$ cat src/rtl/proc_pipe_core.sv
// proc_pipe_core: a small multi-cycle processor core.
// Instructions and data share one 16-bit memory with a 1-cycle synchronous read.
// Results leave the core through a valid/ready output port.
module proc_pipe_core #(
  parameter int DATA_W = 8,
  parameter int NREGS  = 32,
  parameter int ADDR_W = 8
) (
  input  logic              clk,
  input  logic              rst,
  output logic [ADDR_W-1:0] imem_addr,
  input  logic [15:0]       imem_rdata,
  output logic [15:0]       out_data,
  output logic              out_valid,
  input  logic              out_ready,
  output logic              halted,
  output logic [ADDR_W-1:0] pc
);

  localparam int RIDX_W = (NREGS > 1) ? $clog2(NREGS) : 1;

  localparam logic [4:0] OP_OUTM = 5'd1;
  localparam logic [4:0] OP_OUTR = 5'd2;
  localparam logic [4:0] OP_MOV  = 5'd3;
  localparam logic [4:0] OP_ADD  = 5'd4;
  localparam logic [4:0] OP_SUB  = 5'd5;
  localparam logic [4:0] OP_JMP  = 5'd6;
  localparam logic [4:0] OP_JZ   = 5'd7;
  localparam logic [4:0] OP_HALT = 5'd31;

  typedef enum logic [2:0] {FETCH, EXEC, MEMRD, OUTW, HALT} state_t;

  state_t              r_state;
  state_t              w_nextState;
  logic [ADDR_W-1:0]   r_pc;
  logic [DATA_W-1:0]   r_regs [NREGS];
  logic [15:0]         r_outData;
  logic                r_outValid;
  logic                r_capture;
  logic [ADDR_W-1:0]   r_memAddr;

  logic [4:0]          w_op;
  logic                w_isLdi;
  logic [RIDX_W-1:0]   w_ldiRd;
  logic [RIDX_W-1:0]   w_rd;
  logic [RIDX_W-1:0]   w_rs;
  logic [7:0]          w_imm;
  logic [ADDR_W-1:0]   w_addr;
  logic [ADDR_W-1:0]   w_pcInc;
  logic [ADDR_W-1:0]   w_pcNext;

  // Instruction fields come straight off the memory read data during EXEC.
  assign w_op    = imem_rdata[15:11];
  assign w_isLdi = (imem_rdata[15:13] == 3'b110);
  assign w_ldiRd = imem_rdata[8 +: RIDX_W];
  assign w_rd    = imem_rdata[5 +: RIDX_W];
  assign w_rs    = imem_rdata[0 +: RIDX_W];
  assign w_imm   = imem_rdata[7:0];
  assign w_addr  = imem_rdata[ADDR_W-1:0];
  assign w_pcInc = r_pc + ADDR_W'(1);

  // Program counter target for the instruction being executed: taken jumps load
  // the address field, HALT freezes the pc, everything else steps by one.
  always_comb begin
    w_pcNext = w_pcInc;
    if (!w_isLdi) begin
      case (w_op)
        OP_JMP:  w_pcNext = w_addr;
        OP_JZ:   if (r_regs[0] == '0) w_pcNext = w_addr;
        OP_HALT: w_pcNext = r_pc;
        default: w_pcNext = w_pcInc;
      endcase
    end
  end

  // State register; reset always returns the core to FETCH.
  always_ff @(posedge clk or posedge rst) begin
    if (rst) r_state <= FETCH;
    else     r_state <= w_nextState;
  end

  // Next-state decode; EXEC branches on the opcode being executed.
  always_comb begin
    w_nextState = r_state;
    case (r_state)
      FETCH: w_nextState = EXEC;
      EXEC: begin
        if (w_isLdi)                w_nextState = FETCH;
        else if (w_op == OP_OUTR)   w_nextState = OUTW;
        else if (w_op == OP_OUTM)   w_nextState = MEMRD;
        else if (w_op == OP_HALT)   w_nextState = HALT;
        else                        w_nextState = FETCH;
      end
      MEMRD: w_nextState = OUTW;
      OUTW:  w_nextState = out_ready ? FETCH : OUTW;
      HALT:  w_nextState = HALT;
      default: w_nextState = FETCH;
    endcase
  end

  // Outputs. In the first OUTW cycle after MEMRD the memory word is only now on
  // imem_rdata, so it is forwarded directly while it is also being registered;
  // from the second cycle on the registered copy holds the value stable.
  always_comb begin
    imem_addr = (r_state == MEMRD) ? r_memAddr : r_pc;
    out_data  = r_capture ? imem_rdata : r_outData;
    out_valid = r_outValid;
    halted    = (r_state == HALT);
    pc        = r_pc;
  end

  // Datapath: register file, pc and output holding registers. Operands are read
  // from the current register values, so rd==rs sees the pre-write value.
  always_ff @(posedge clk or posedge rst) begin
    if (rst) begin
      r_pc       <= '0;
      r_outData  <= '0;
      r_outValid <= 1'b0;
      r_capture  <= 1'b0;
      r_memAddr  <= '0;
      for (int i = 0; i < NREGS; i++) r_regs[i] <= '0;
    end else begin
      case (r_state)
        EXEC: begin
          r_memAddr <= w_addr;
          r_pc      <= w_pcNext;
          if (w_isLdi) begin
            r_regs[w_ldiRd] <= DATA_W'(w_imm);
          end else begin
            case (w_op)
              OP_OUTR: begin
                r_outData  <= 16'(r_regs[w_rs]);
                r_outValid <= 1'b1;
              end
              OP_MOV:  r_regs[w_rd] <= r_regs[w_rs];
              OP_ADD:  r_regs[w_rd] <= r_regs[w_rd] + r_regs[w_rs];
              OP_SUB:  r_regs[w_rd] <= r_regs[w_rd] - r_regs[w_rs];
              default: ;
            endcase
          end
        end
        MEMRD: begin
          r_outValid <= 1'b1;
          r_capture  <= 1'b1;
        end
        OUTW: begin
          if (r_capture) begin
            r_outData <= imem_rdata;
            r_capture <= 1'b0;
          end
          if (out_ready) r_outValid <= 1'b0;
        end
        default: ;
      endcase
    end
  end

endmodule
$ cat config.mk
export PLATFORM = sky130hd
export DESIGN_NAME = proc_pipe_core
export DESIGN_NICKNAME = d
export VERILOG_FILES = /design/src/rtl/proc_pipe_core.sv
export SDC_FILE = /design/constraint.sdc
export NUM_CORES = 2
export LEC_CHECK = 0
export ABC_AREA = 1
export CAP_MARGIN = 25
export CORE_MARGIN = 2
export CORE_UTILIZATION = 30
export DETAILED_ROUTE_END_ITERATION = 8
export PLACE_DENSITY = 0.41
export SYNTH_ARGS = -nofsm -noshare
export SYNTH_HDL_FRONTEND = slang
export SYNTH_SLANG_ARGS = --single-unit
$ cat constraint.sdc
create_clock -name clk -period 12.85 [get_ports clk]
set_clock_uncertainty 0.2 [all_clocks]
set_input_delay 1.285 -clock clk [delete_from_list [all_inputs] [get_ports clk]]
set_output_delay 1.285 -clock clk [all_outputs]
set_load 0.1 [all_outputs]
==> PnR_summary.wiki <==
{| class="wikitable"
! Metric !! Value
|-
| Number of flops mapped to enable cells by yosys || 0
|-
| Number of distinct library cell variants in the gate-level netlist after synthesis || 40
|-
| Cell type group with the largest total delay on the critical path || buffers and inverters
|-
| Average routed wire per standard cell || 30.0 µm
|-
| Total CTS buffers || 43
|-
| Library cell contributing the largest single delay on the critical path || sky130_fd_sc_hd__clkinv_2
|-
| Placeable Area || 83300 µm²
|-
| Total power consumption of the routed design || 0.00617 W
|-
| Avg Vias per Cell || 6.17
|-
| Buffer levels on the longest clock path || 3
|-
| Setup crit start kind || primary input
|-
| Worst Path Max Fanout || between 50 and 60
|-
| CP cell instances || buf_2 > buf_4 > clkinv_2 > buf_4 > a21oi_1 > o21ai_0 > o211ai_1 > nand3_1 > nand3_1 > nand2_2 > ha_1 > nor2_1 > nand2_1 > nand3_1 > nand2_1 > nand2_1 > a21oi_1 > xor2_4 > buf_4 > a21oi_1 > o22ai_1 > nand2_1 > nand2_1 > a21oi_1
|-
| Overall overflow remaining after global route || 0
|-
| Hold buffer count at cts || 0
|-
| TritonCTS clock tree || built
|-
| Number of instances resized during post-cts repair || 0
|-
| TritonRoute pass-1 iters || 8
|-
| Sequential share of the synthesized area || 29.2%
|-
| DR DRC count || 0
|-
| Stages on the worst setup path || 24
|-
| I/O pin count || 53
|-
| Ranking of synthesized cells by area || sky130_fd_sc_hd__dfrtp_1, sky130_fd_sc_hd__nand2_1, sky130_fd_sc_hd__a21oi_1
|-
| Clock transition at the register clock pins on the worst setup and hold paths after CTS || ~0.060 ns
|-
| Die footprint || around 86000 µm²
|-
| GR Util All Layers || between 30% and 40%
|-
| Arrival time of data at the critical path endpoint || ~7.7 ns
|-
| Synth Area per Inst || 6.22 µm²
|-
| Root Buffer || sky130_fd_sc_hd__clkbuf_16
|-
| Number of violations reported at the end of detailed-routing iteration 0 || ~4200
|-
| Clock Latency Late Sink || ~0.6 ns
|-
| Final layout net count || ~4000
|-
| Top FF cell, synth || sky130_fd_sc_hd__dfrtp_1
|-
| Max Fclk || approximately 140 MHz
|-
| Worst-margin pin slew || ~1.2 ns
|-
| Hold/Removal Path Class || flip-flop to flip-flop
|-
| CP Capture Type || flip-flop
|-
| Max IR drop VDD || 0.000175 V
|-
| Y dimension of the die || between 200 and 300 µm
|-
| TritonCTS sink count || about 290
|-
| Top layer in use || met4
|-
| Worst Reg-to-Reg Cells || 14
|-
| Hpwl dp || 91.9 mm
|-
| Setup TNS Final || 0 ns
|-
| Initial Util || a little under a third
|-
| Hold Violations, Final || 0
|-
| Proportion of layout cells with a drive suffix above 1 || about 7.4%
|-
| Dominant cell type by count on the critical path || sky130_fd_sc_hd__nand2_1
|-
| Post-route antenna net violation count || 0
|-
| Fill cell instance count of the final layout || around 9300
|-
| Synthesis Warnings || 0
|-
| Max cap viols || 0
|-
| Buffering stage count on the worst path with inverters included || 5
|-
| CTS HTree Levels || 2
|-
| Cell type with the largest total area after synthesis || sky130_fd_sc_hd__dfrtp_1
|-
| Initial antenna violation count || 1
|-
| Post-synthesis instance total || roughly 4000
|-
| Post-Route M1 WL || roughly 63 mm
|-
| First-pass GRT wire length || roughly 220 mm
|-
| Total inserted antenna cells || 0
|-
| Most frequent cells in the layout || sky130_fd_sc_hd__nand2_1, sky130_fd_sc_hd__a21oi_1, sky130_fd_sc_hd__nor2_1
|-
| Wirelength, routed || ~150 mm
|-
| Final weighted congestion in routability-driven placement || about 0.94
|-
| Via count of the first global-routing pass || 28500
|-
| Power density cells || 220 nW/µm²
|-
| Overall via count from detail_route || around 31000
|-
| Area share of the leading cell type in the synthesized netlist || 29.2%
|-
| Worst endpoint required time || 13.12 ns
|-
| Number of register bits inferred by synthesis || ~290
|-
| Max-slew violation count || 0
|-
| Worst rel slew slack || ~17%
|-
| Most common library cell in the layout ignoring fill and taps || sky130_fd_sc_hd__nand2_1
|-
| Period utilisation layout || ~58%
|-
| Std cell rows || ~110
|-
| Width of the die || around 300 µm
|-
| Total length of routed met3 wires || around 15 mm
|-
| Pin count of the biggest net entering global routing || 100
|-
| Setup Viol. Count Final || 0
|-
| Syn_nets || 4077
|-
| Peak per-stage delay on the critical path || ~0.8 ns
|-
| Total standard cell area after synthesis || 25100 µm²
|-
| Post-CTS setup-driven buffer insertion count || 0
|-
| Run status || finished, final reports clean
|-
| Leakage power figure || ~12 nW
|-
| Instance count along the most critical hold path || 2
|-
| RSZ-0062 raised after global routing || false
|-
| Met2 Routed Length || 65.0 mm
|-
| Path type of the worst setup path || primary input to flip-flop
|-
| Port Buffer Count || 52
|-
| Area delta synth->final || 11.9%
|-
| Fraction of synthesis flops using an asynchronous set or reset pin || between 90% and 100%
|-
| Final worst path period need || approximately 7.4 ns
|}
final cells by class:
type	instances	area, µm²	area share [%]
Clock inverter	8	90.1	0.321
Timing Repair Buffer	141	1230	4.38
Multi-Input combinational cell	3142	15600	55.7
Tap cell	1080	1350	4.81
Inverter	298	1140	4.06
Sequential cell	293	7330	26.1
Clock buffer	68	1310	4.67
registers in the layout (all words and copies together), names as in the netlist:
register   count
r_regs       256
r_outData     16
pc             8
r_memAddr      8
r_state        3
out_valid      1
r_capture      1
cells by family (layout without fill, tap and decap cells):
kind of cell               after synthesis  count (layout)  synth area share [%]
AOI/OAI and AO/OA                     1393            1393                  31.5
buffers and inverters                  605             515                  9.57
and+or+nand+nor                       1724            1724                  28.5
xor gates and xnor gates                 7               7                 0.244
adders and majority gates               18              18                 0.957
DFF                                    293             293                  29.2
layer usage:
layer | up-vias | GRT usage [%]
met5 | - | 0
met4 | 0 | 14.9
met3 | 432 | 7.05
met2 | 1898 | 51.9
met1 | 15100 | 46.8
li1 | 13700 | -
worst reg2reg max path: stages, from the launching register on:
cell                       delay (ns)
sky130_fd_sc_hd__dfrtp_1         0.39
sky130_fd_sc_hd__inv_1           0.17
sky130_fd_sc_hd__o21ai_0         0.11
sky130_fd_sc_hd__o21ai_0         0.40
sky130_fd_sc_hd__nand2_1         0.11
sky130_fd_sc_hd__nor4_1          0.71
sky130_fd_sc_hd__inv_1           0.11
sky130_fd_sc_hd__ha_1            0.26
sky130_fd_sc_hd__fa_1            0.47
sky130_fd_sc_hd__xnor2_1         0.16
sky130_fd_sc_hd__a22oi_2         1.00
sky130_fd_sc_hd__buf_4           0.63
sky130_fd_sc_hd__o221ai_1        0.24
sky130_fd_sc_hd__nand2_1         0.09
sky130_fd_sc_hd__a22oi_1         0.06
stage by stage:
stage          cells  worst slack [ns]  hold WS (ns)  util, %  cell area, µm²
2_1_floorplan   4040              3.27         0.253        -           25100
3_3_place_gp    4946              5.17         0.273     31.9           26600
3_5_place_dp    4950              5.15         0.284     32.0           26600
4_1_cts         5026              5.75         0.297     33.7           28000
5_1_grt         5030              5.33         0.330     33.7           28100
6_report        5030              5.46         0.293     33.7           28100
cell usage after synthesis (all sizes together) (64+ instances only):
| cell | count |
|---|---|
| nand2 | 873 |
| a21oi | 622 |
| nor2 | 452 |
| o21ai | 377 |
| nand3 | 330 |
| dfrtp | 293 |
| inv | 285 |
| clkbuf | 200 |
| a22oi | 142 |
| buf | 107 |
| o22ai | 105 |
| o221ai | 64 |
power by group:
group / internal [W] / switching (W)
logic: 0.000731 / 0.00221
clock network: 0.000735 / 0.000509
registers: 0.00137 / 0.000615
total: 0.00283 / 0.00333
final timing paths:
path | start | to | slack, ns
max in group asynchronous | rst | r_regs[252] | 9.44
worst min-delay path | r_memAddr[6] | r_memAddr[6] | 0.29
worst max register to register | r_regs[248] | r_regs[194] | 7.62
min in group asynchronous | rst | r_regs[95] | 1.00
worst max-delay path | imem_rdata[1] | r_regs[165] | 5.46
worst min register to register | r_memAddr[6] | r_memAddr[6] | 0.29
No activity file was read; power rests on OpenSTA's default activity.
